===== config.mk =====
export PLATFORM = sky130hd
export DESIGN_NAME = sdes_decrypt
export DESIGN_NICKNAME = d
export VERILOG_FILES = /design/src/rtl/sdes_decrypt.sv
export SDC_FILE = /design/constraint.sdc
export NUM_CORES = 1
export LEC_CHECK = 0
export BUFFER_PORTS_ARGS = -buffer_cell sky130_fd_sc_hd__clkbuf_2
export CORE_AREA = 2 2 68 70
export DETAILED_ROUTE_END_ITERATION = 10
export DIE_AREA = 0 0 70 72
export GPL_ROUTABILITY_DRIVEN = 0
export PLACE_DENSITY_LB_ADDON = 0.08
export SETUP_SLACK_MARGIN = 0.05
export SYNTH_ARGS = -nofsm -noshare
export SYNTH_HDL_FRONTEND = slang
export SYNTH_HIERARCHICAL = 1
export SYNTH_SLANG_ARGS = --single-unit
export TNS_END_PERCENT = 20

===== constraint.sdc =====
create_clock -name clk -period 3.25 [get_ports clk]
set_input_delay 0.325 -clock clk [delete_from_list [all_inputs] [get_ports clk]]
set_output_delay 0.325 -clock clk [all_outputs]
set_load 0.03 [all_outputs]

===== src/rtl/sdes_decrypt.sv =====
`default_nettype none
// ============================================================================
// Module   : sdes_decrypt (with helper sdes_s0)
// Purpose  : Multi-cycle S-DES decryption engine. A request latches a 10-bit
//            key and an 8-bit ciphertext, derives K1/K2, runs the two Feistel
//            rounds (K2 first) and presents the registered plaintext with a
//            one-cycle done pulse four clocks after the request.
// Revision : 1.0  initial release
// ============================================================================

// ----------------------------------------------------------------------------
// sdes_s0 : S-DES substitution box S0. Row = nibble bits 1,4; column = 2,3
// (MSB-first numbering, so bit 1 is nib_i[3]).
// ----------------------------------------------------------------------------
module sdes_s0 (
  input  logic [3:0] nib_i,
  output logic [1:0] val_o
);

  logic [1:0] row;
  logic [1:0] col;

  // Table lookup addressed by {row, col}.
  always_comb begin
    row   = {nib_i[3], nib_i[0]};
    col   = {nib_i[2], nib_i[1]};
    val_o = 2'd0;
    case ({row, col})
      4'h0: val_o = 2'd1;
      4'h1: val_o = 2'd0;
      4'h2: val_o = 2'd3;
      4'h3: val_o = 2'd2;
      4'h4: val_o = 2'd3;
      4'h5: val_o = 2'd2;
      4'h6: val_o = 2'd1;
      4'h7: val_o = 2'd0;
      4'h8: val_o = 2'd0;
      4'h9: val_o = 2'd2;
      4'hA: val_o = 2'd1;
      4'hB: val_o = 2'd3;
      4'hC: val_o = 2'd3;
      4'hD: val_o = 2'd1;
      4'hE: val_o = 2'd3;
      4'hF: val_o = 2'd2;
      default: val_o = 2'd0;
    endcase
  end

endmodule

// ----------------------------------------------------------------------------
// sdes_decrypt : top level
// ----------------------------------------------------------------------------
module sdes_decrypt (
  input  logic       clk,
  input  logic       rst,
  input  logic       start,
  input  logic [9:0] key,
  input  logic [7:0] ct_in,
  output logic [7:0] pt_out,
  output logic       busy,
  output logic       done
);

  // --------------------------------------------------------------------------
  // Bit-level permutations. S-DES numbers bits 1..N from the MSB, so
  // position p of an N-bit vector is index N-p.
  // --------------------------------------------------------------------------
  function automatic logic [9:0] perm_p10(input logic [9:0] k);
    return {k[7], k[5], k[8], k[3], k[6], k[0], k[9], k[1], k[2], k[4]};
  endfunction

  // P8 selects 8 of the 10 shifted key bits; bits 1 and 2 are discarded.
  function automatic logic [7:0] perm_p8(input logic [9:0] k);
    return {k[4], k[7], k[3], k[6], k[2], k[5], k[0], k[1]};
  endfunction

  function automatic logic [7:0] perm_ip(input logic [7:0] x);
    return {x[6], x[2], x[5], x[7], x[4], x[0], x[3], x[1]};
  endfunction

  function automatic logic [7:0] perm_ip_inv(input logic [7:0] x);
    return {x[4], x[7], x[5], x[3], x[1], x[6], x[0], x[2]};
  endfunction

  function automatic logic [7:0] perm_ep(input logic [3:0] r);
    return {r[0], r[3], r[2], r[1], r[2], r[1], r[0], r[3]};
  endfunction

  function automatic logic [3:0] perm_p4(input logic [3:0] s);
    return {s[2], s[0], s[1], s[3]};
  endfunction

  function automatic logic [4:0] rot_l1(input logic [4:0] h);
    return {h[3:0], h[4]};
  endfunction

  function automatic logic [4:0] rot_l2(input logic [4:0] h);
    return {h[2:0], h[4:3]};
  endfunction

  // S1 substitution box, same row/column addressing as S0.
  function automatic logic [1:0] sbox_s1(input logic [3:0] n);
    logic [1:0] v;
    v = 2'd0;
    case ({n[3], n[0], n[2], n[1]})
      4'h0: v = 2'd0;
      4'h1: v = 2'd1;
      4'h2: v = 2'd2;
      4'h3: v = 2'd3;
      4'h4: v = 2'd2;
      4'h5: v = 2'd0;
      4'h6: v = 2'd1;
      4'h7: v = 2'd3;
      4'h8: v = 2'd3;
      4'h9: v = 2'd0;
      4'hA: v = 2'd1;
      4'hB: v = 2'd0;
      4'hC: v = 2'd2;
      4'hD: v = 2'd1;
      4'hE: v = 2'd0;
      4'hF: v = 2'd3;
      default: v = 2'd0;
    endcase
    return v;
  endfunction

  // --------------------------------------------------------------------------
  // State and registers
  // --------------------------------------------------------------------------
  typedef enum logic [2:0] {
    IDLE   = 3'd0,
    KEYGEN = 3'd1,
    ROUND1 = 3'd2,
    ROUND2 = 3'd3,
    FINAL  = 3'd4
  } state_t;

  state_t     state_q, state_d;
  logic [9:0] key_q,   key_d;
  logic [7:0] ct_q,    ct_d;
  logic [7:0] k1_q,    k1_d;
  logic [7:0] k2_q,    k2_d;
  logic [7:0] data_q,  data_d;
  logic [7:0] pt_q,    pt_d;
  logic       done_q,  done_d;

  // FSM-issued step strobes
  logic latch_in;
  logic gen_keys;
  logic do_round1;
  logic do_round2;
  logic do_final;

  // --------------------------------------------------------------------------
  // Key schedule, evaluated from the latched key during KEYGEN.
  // --------------------------------------------------------------------------
  logic [9:0] p10_key;
  logic [4:0] ls1_left;
  logic [4:0] ls1_right;
  logic [7:0] k1_sched;
  logic [7:0] k2_sched;

  assign p10_key   = perm_p10(key_q);
  assign ls1_left  = rot_l1(p10_key[9:5]);
  assign ls1_right = rot_l1(p10_key[4:0]);
  assign k1_sched  = perm_p8({ls1_left, ls1_right});
  assign k2_sched  = perm_p8({rot_l2(ls1_left), rot_l2(ls1_right)});

  // --------------------------------------------------------------------------
  // Single shared fk round. ROUND1 uses K2 (decryption reverses key order),
  // ROUND2 uses K1.
  // --------------------------------------------------------------------------
  logic [7:0] round_key;
  logic [7:0] ep_mix;
  logic [1:0] s0_val;
  logic [1:0] s1_val;
  logic [3:0] f_out;
  logic [7:0] fk_out;

  assign round_key = (state_q == ROUND1) ? k2_q : k1_q;
  assign ep_mix    = perm_ep(data_q[3:0]) ^ round_key;

  sdes_s0 u_s0 (
    .nib_i (ep_mix[7:4]),
    .val_o (s0_val)
  );

  assign s1_val = sbox_s1(ep_mix[3:0]);
  assign f_out  = perm_p4({s0_val, s1_val});
  assign fk_out = {data_q[7:4] ^ f_out, data_q[3:0]};

  // State register; reset returns to IDLE immediately.
  always_ff @(posedge clk or posedge rst) begin
    if (rst) begin
      state_q <= IDLE;
    end else begin
      state_q <= state_d;
    end
  end

  // Next-state logic and per-state step strobes.
  always_comb begin
    state_d   = state_q;
    latch_in  = 1'b0;
    gen_keys  = 1'b0;
    do_round1 = 1'b0;
    do_round2 = 1'b0;
    do_final  = 1'b0;
    case (state_q)
      IDLE: begin
        if (start) begin
          latch_in = 1'b1;
          state_d  = KEYGEN;
        end
      end
      KEYGEN: begin
        gen_keys = 1'b1;
        state_d  = ROUND1;
      end
      ROUND1: begin
        do_round1 = 1'b1;
        state_d   = ROUND2;
      end
      ROUND2: begin
        do_round2 = 1'b1;
        state_d   = FINAL;
      end
      FINAL: begin
        do_final = 1'b1;
        state_d  = IDLE;
      end
      default: begin
        state_d = IDLE;
      end
    endcase
  end

  // Datapath next values; strobes are mutually exclusive by construction.
  always_comb begin
    key_d  = key_q;
    ct_d   = ct_q;
    k1_d   = k1_q;
    k2_d   = k2_q;
    data_d = data_q;
    pt_d   = pt_q;
    done_d = do_final;
    if (latch_in) begin
      key_d = key;
      ct_d  = ct_in;
    end
    if (gen_keys) begin
      k1_d   = k1_sched;
      k2_d   = k2_sched;
      data_d = perm_ip(ct_q);
    end
    if (do_round1) begin
      data_d = {fk_out[3:0], fk_out[7:4]};
    end
    if (do_round2) begin
      data_d = fk_out;
    end
    if (do_final) begin
      pt_d = perm_ip_inv(data_q);
    end
  end

  // Datapath registers; reset wipes key material and any partial result.
  always_ff @(posedge clk or posedge rst) begin
    if (rst) begin
      key_q  <= 10'd0;
      ct_q   <= 8'd0;
      k1_q   <= 8'd0;
      k2_q   <= 8'd0;
      data_q <= 8'd0;
      pt_q   <= 8'd0;
      done_q <= 1'b0;
    end else begin
      key_q  <= key_d;
      ct_q   <= ct_d;
      k1_q   <= k1_d;
      k2_q   <= k2_d;
      data_q <= data_d;
      pt_q   <= pt_d;
      done_q <= done_d;
    end
  end

  assign pt_out = pt_q;
  assign done   = done_q;
  assign busy   = (state_q != IDLE);

endmodule
`default_nettype wire


# Yosys cells after proc, flatten, opt, wreduce, memory -nomap -nowiden
# Memory sizes are Yosys's and may differ from the RTL's.
# Index checks and enable logic that the tools add are counted.
# W data, S select, Z words.
[word_totals]
regBits = 54
mem_bits_ro = 64
in_bits = 21
out_inout_bits = 10
word_cells = 36
mem_count = 2
[op_classes]
n_eq_ne = 5
n_mux = 12
bitwise = 3
n_reduce_logical = 5
[memory_table]
columns = ["name", "depth", "width", "rd", "rd_ports_with_merged_regs", "wr", "line", "rtl"]
rows = [
  ["(no name shown)", 16, 2, 1, 0, 0, "106", "case ({n[3], n[0], n[2], n[1]})"],
  ["(no name shown)", 16, 2, 1, 0, 0, "28", "case ({row, col})"],
]
[op_table]
columns = ["operator", "n"]
rows = [
  ["$mux W8", 4],
  ["$pmux W3 S4", 1],
  ["$xor A8 B8 Y8", 1],
  ["$eq A3 B2 Y1 const B", 2],
  ["$mux W1", 6],
  ["$reduce_bool A3 Y1", 2],
  ["$xor A4 B4 Y4", 1],
  ["$eq A3 B1 Y1 const B", 1],
  ["$eq A3 B3 Y1 const B", 1],
  ["$logic_not A3 Y1", 1],
  ["$mux W3", 1],
  ["$ne A2 B2 Y1 const B", 1],
  ["$reduce_and A2 Y1", 1],
  ["$reduce_bool A2 Y1", 1],
  ["$not A1 Y1", 1],
]

# Logic depth before layout (Yosys ltp)
# An unclocked memory read counts as a cell.
[logic_depth]
ltp_word = 7
mapped_depth = 11
ltp_nobuf = 9

# Modules after synthesis
# The synthesis kept the hierarchy.
[by_module_without_submodules]
columns = ["module", "instances", "cells_each", "area_each_um2", "seq_area_each_um2"]
rows = [
  ["sdes_decrypt", 1, 181, 2247.2, 1201.2],
  ["sdes_s0", 1, 8, 66.3, 0.0],
]

# Worst setup path after synthesis
# OpenSTA, ideal clock, no wires.
[synth_timing]
path_type = "reg2reg"
start = "register state_q[0]"
end = "register data_q[0]"
setup_ns = 0.125
t_arrival_ns = 2.660
required_ns = 3.125
slack_ns = 0.466
stages_incl_launch_ff = 11
n_path_buf = 2
synth_period_minus_slack_ns = 2.784
cell_sequence = "dfrtp_1 > clkbuf_2 > nor3b_4 > clkbuf_1 > mux2i_1 > xnor2_1 > and3b_1 > nor4_2 > xnor2_1 > a21oi_1 > mux2_2"
[synth_between]
elab_chain_len = 6
elab_cells_between_ends = 14
cone_classes = "eq/ne: 3; mux: 5; bitwise: 3; reduce/logical: 2; memory: 1"
[synth_rtl]
columns = ["item", "line", "rtl"]
rows = [
  ["start: declaration", "139", "state_t state_q, state_d;"],
  ["start signal: assignment", "198", "state_q <= state_d;"],
  ["$eq A3 B2 Y1", "181", "assign round_key = (state_q == ROUND1) ? k2_q : k1_q;"],
  ["$mux W8", "181", ""],
  ["$xor A8 B8 Y8", "182", "assign ep_mix = perm_ep(data_q[3:0]) ^ round_key;"],
  ["via ep_mix[7]", "175", "logic [7:0] ep_mix;"],
  ["$mem_v2 Z16 W2", "n/a", ""],
  ["via s0_val[1]", "176", "logic [1:0] s0_val;"],
  ["$xor A4 B4 Y4", "191", "assign fk_out = {data_q[7:4] ^ f_out, data_q[3:0]};"],
  ["$mux W8", "257", "if (do_round1) begin"],
  ["end signal: assignment", "283", "data_q <= data_d;"],
  ["end: declaration", "144", "logic [7:0] data_q, data_d;"],
]
# The timed path passes the listed nets, and every way through them passes these cells.
# A chain may end at the register's enable or synchronous reset.

# Worst setup path after layout
[layout_timing]
start = "register state_q[2]"
end = "register data_q[0]"
# Same word-level chain as after synthesis.

==> run summary <==
Yosys warnings: 6
GR Layer Usage met3: 4.31%
CTS buffer count: 5
Clock sinks: 48
Relative slew margins: 34.9%
Routed via count: 1,526
CP Class: reg2reg
H-tree depth: 2
Layout Nets: 242
R2R depth: 8
Mapped Area: 2310 um2
Global-route wire length before repair: 7600 um
First drt pass iteration count: 4
Status: finished, final reports clean
Antenna violations before repair: 0
Crit-path max FO: 13
Cells after Synth: 189
Register area share after synthesis: 51.9%
Mean cell area of the mapped netlist: 12.2 um2
Worst Path Arrival: 3.13 ns
Num rows: 24
Syn nets: 211
Starting Density: 54.3%
Tot GR Track Use: 19.0%
WP data required: 3.44 ns
Fin. Hold Viols: 0
Longest Clk Path Bufs: 2
Share of layout cells above drive strength 1: 38.2%
Distinct cell type count after synthesis: 37
Post-route antenna net violation count: 0
Per-cell routed wire length: 15.6 um
Root Driver: clkbuf_8
Multiplexer share of the synthesized area: 23.7%
Most Used Layer, Global Route: met2
TritonCTS clock tree: yes
DRC: 0
DRT iter0 DRCs: 139
Synth Area in XOR/XNOR: 5.19%
Hold Buf Count CTS: 0
Vias in the first global route: 1,643
Crit. End Element: flip-flop
Grt ovf: 0
RSZ-0062 raised after global routing: false
Period minus WS final: 2.94 ns
HPWL after detailed placement: 3130 um
Worst slack on hold paths: 0.234 ns
Vias per inst: 5.61
Fmax: 0.340 GHz
Die height: 72 um
Slew @ Worst Pin: 0.975 ns
# Post-CTS Setup Buffers: 0
# port buffers: 30
PostCTS Resize Cnt: 0
Area growth syn-to-layout: 12.1%
Hold WC Path Type: in2async
I/O pins: 31
Setup TNS: 0 ns
Most frequent cells in the layout: dfrtp_1 (48), mux2_2 (38), clkbuf_2 (30)
GR Util met2: 34.5%
Die area: 5040 um2
Area fraction in compound gates after synthesis: 6.54%
MaxCap Viol Count: 0
Period Utilization, post-route: 90.4%
Ant. Diodes: 0
Seq cells post-synth: 48
Clock transition at the registers of the reported paths: 0.08 ns
Largest net degree at the start of global routing: 49
Drt total wl: 4260 um
Most common cell after layout, fill and taps aside: dfrtp_1
Pins Over Slew Limit: 0
# setup viols final: 0
Core ar.: 4260 um2
Largest family of logic cells by synthesized area: multiplexers
Clock Skew: 0.00858 ns
Worst-Skew Late Latency: 0.30 ns
Type of origin of the critical path: flip-flop
Post-Synth Simple-Gate Area: 9.36%
Chip width: 70 um
Adder-Cell Fraction of Synth Area: 0.541%
Grt met1 use: 22.6%
[per-stage QoR]
step | cells | area, um2 | util [%] | setup slack (ns)
5_1_grt | 272 | 2590 | 60.8 | 0.101
6_report | 272 | 2590 | 60.8 | 0.311
3_5_place_dp | 265 | 2510 | 59.0 | 0.319
4_1_cts | 272 | 2590 | 60.8 | 0.303
2_1_floorplan | 189 | 2310 | - | 0.466
3_3_place_gp | 265 | 2510 | 59.0 | 0.479
[per-layer routing]
layer | part of all wire, % | wire [um] | up-vias
li1 | - | - | 723
met1 | 41 | 1730 | 767
met2 | 54 | 2290 | 31
met3 | 3.7 | 156 | 5
met4 | 1.9 | 82 | 0
met5 | 0 | 0 | -
[synthesized netlist by cell type]
cell / number / area (um2)
a21bo_2: 1 / 10.0
a21o_1: 1 / 7.51
a21oi_1: 5 / 25.0
a222oi_1: 1 / 10.0
a22oi_1: 1 / 7.51
a31oi_1: 2 / 12.5
and2_1: 1 / 6.26
and3_1: 1 / 6.26
and3b_1: 1 / 8.76
and4b_1: 1 / 10.0
buf_2: 1 / 5.00
clkbuf_1: 7 / 26.3
clkbuf_2: 1 / 5.00
dfrtp_1: 48 / 1200
ha_1: 1 / 12.5
inv_1: 7 / 26.3
mux2_1: 1 / 11.3
mux2_2: 38 / 428
mux2i_1: 11 / 110
nand2_1: 4 / 15.0
nand2b_1: 2 / 12.5
nand3_1: 3 / 15.0
nand4_1: 1 / 6.26
nor2_1: 17 / 63.8
nor3_1: 1 / 5.00
nor3b_1: 3 / 22.5
nor3b_4: 1 / 18.8
nor4_2: 1 / 12.5
o21a_1: 2 / 15.0
o21ai_0: 4 / 20.0
o21ba_2: 1 / 10.0
o22ai_1: 4 / 25.0
o2bb2ai_1: 1 / 8.76
or3_1: 1 / 6.26
or4_1: 1 / 7.51
xnor2_1: 10 / 87.6
xnor2_2: 2 / 32.5
[flip-flops by register name, indices dropped and copies added (netlist names)]
name / cells
key_q: 10
ct_q: 8
data_q: 8
pt_out: 8
k1_q: 7
k2_q: 3
state_q: 3
done: 1
[cells by family after synthesis]
group | count (synthesis)
buffers and inverters | 16
flip-flops | 48
AND/OR/NAND/NOR | 39
adder cells (fa/ha/maj) | 1
multiplexers | 50
XOR/XNOR | 12
AO/OA/AOI/OAI | 23
[final timing paths]
kind,from,endpoint,slack [ns]
max reg2reg,state_q[2],data_q[0],0.31
min,rst,key_q[4],0.23
max,state_q[2],data_q[0],0.31
max in group asynchronous,rst,pt_out[3],2.41
min reg2reg,key_q[7],k1_q[2],0.51
min in group clk,start,state_q[0],0.24
[area by class of cell]
| cell class | instances | area, um2 |
|---|---|---|
| fill | 354 | 1670 |
| sequential | 48 | 1200 |
| multi-input combinational | 125 | 1050 |
| timing repair buffer | 33 | 173 |
| clock buffer | 6 | 72.6 |
| tap | 52 | 65.1 |
| inverter | 7 | 26.3 |
| clock inverter | 1 | 5.00 |
[worst max-delay path, stage by stage (launching register included)]
cell and delay (ns):
dfrtp_1 0.52, nor3b_4 0.62, mux2i_1 0.19, xnor2_1 0.36, and4b_1 0.26, nor4_2 0.35
xnor2_1 0.17, a21oi_1 0.08, mux2_2 0.29
Power is not shown: default switching activity piles up to over one toggle a cycle in this logic, so the estimate is an artifact.
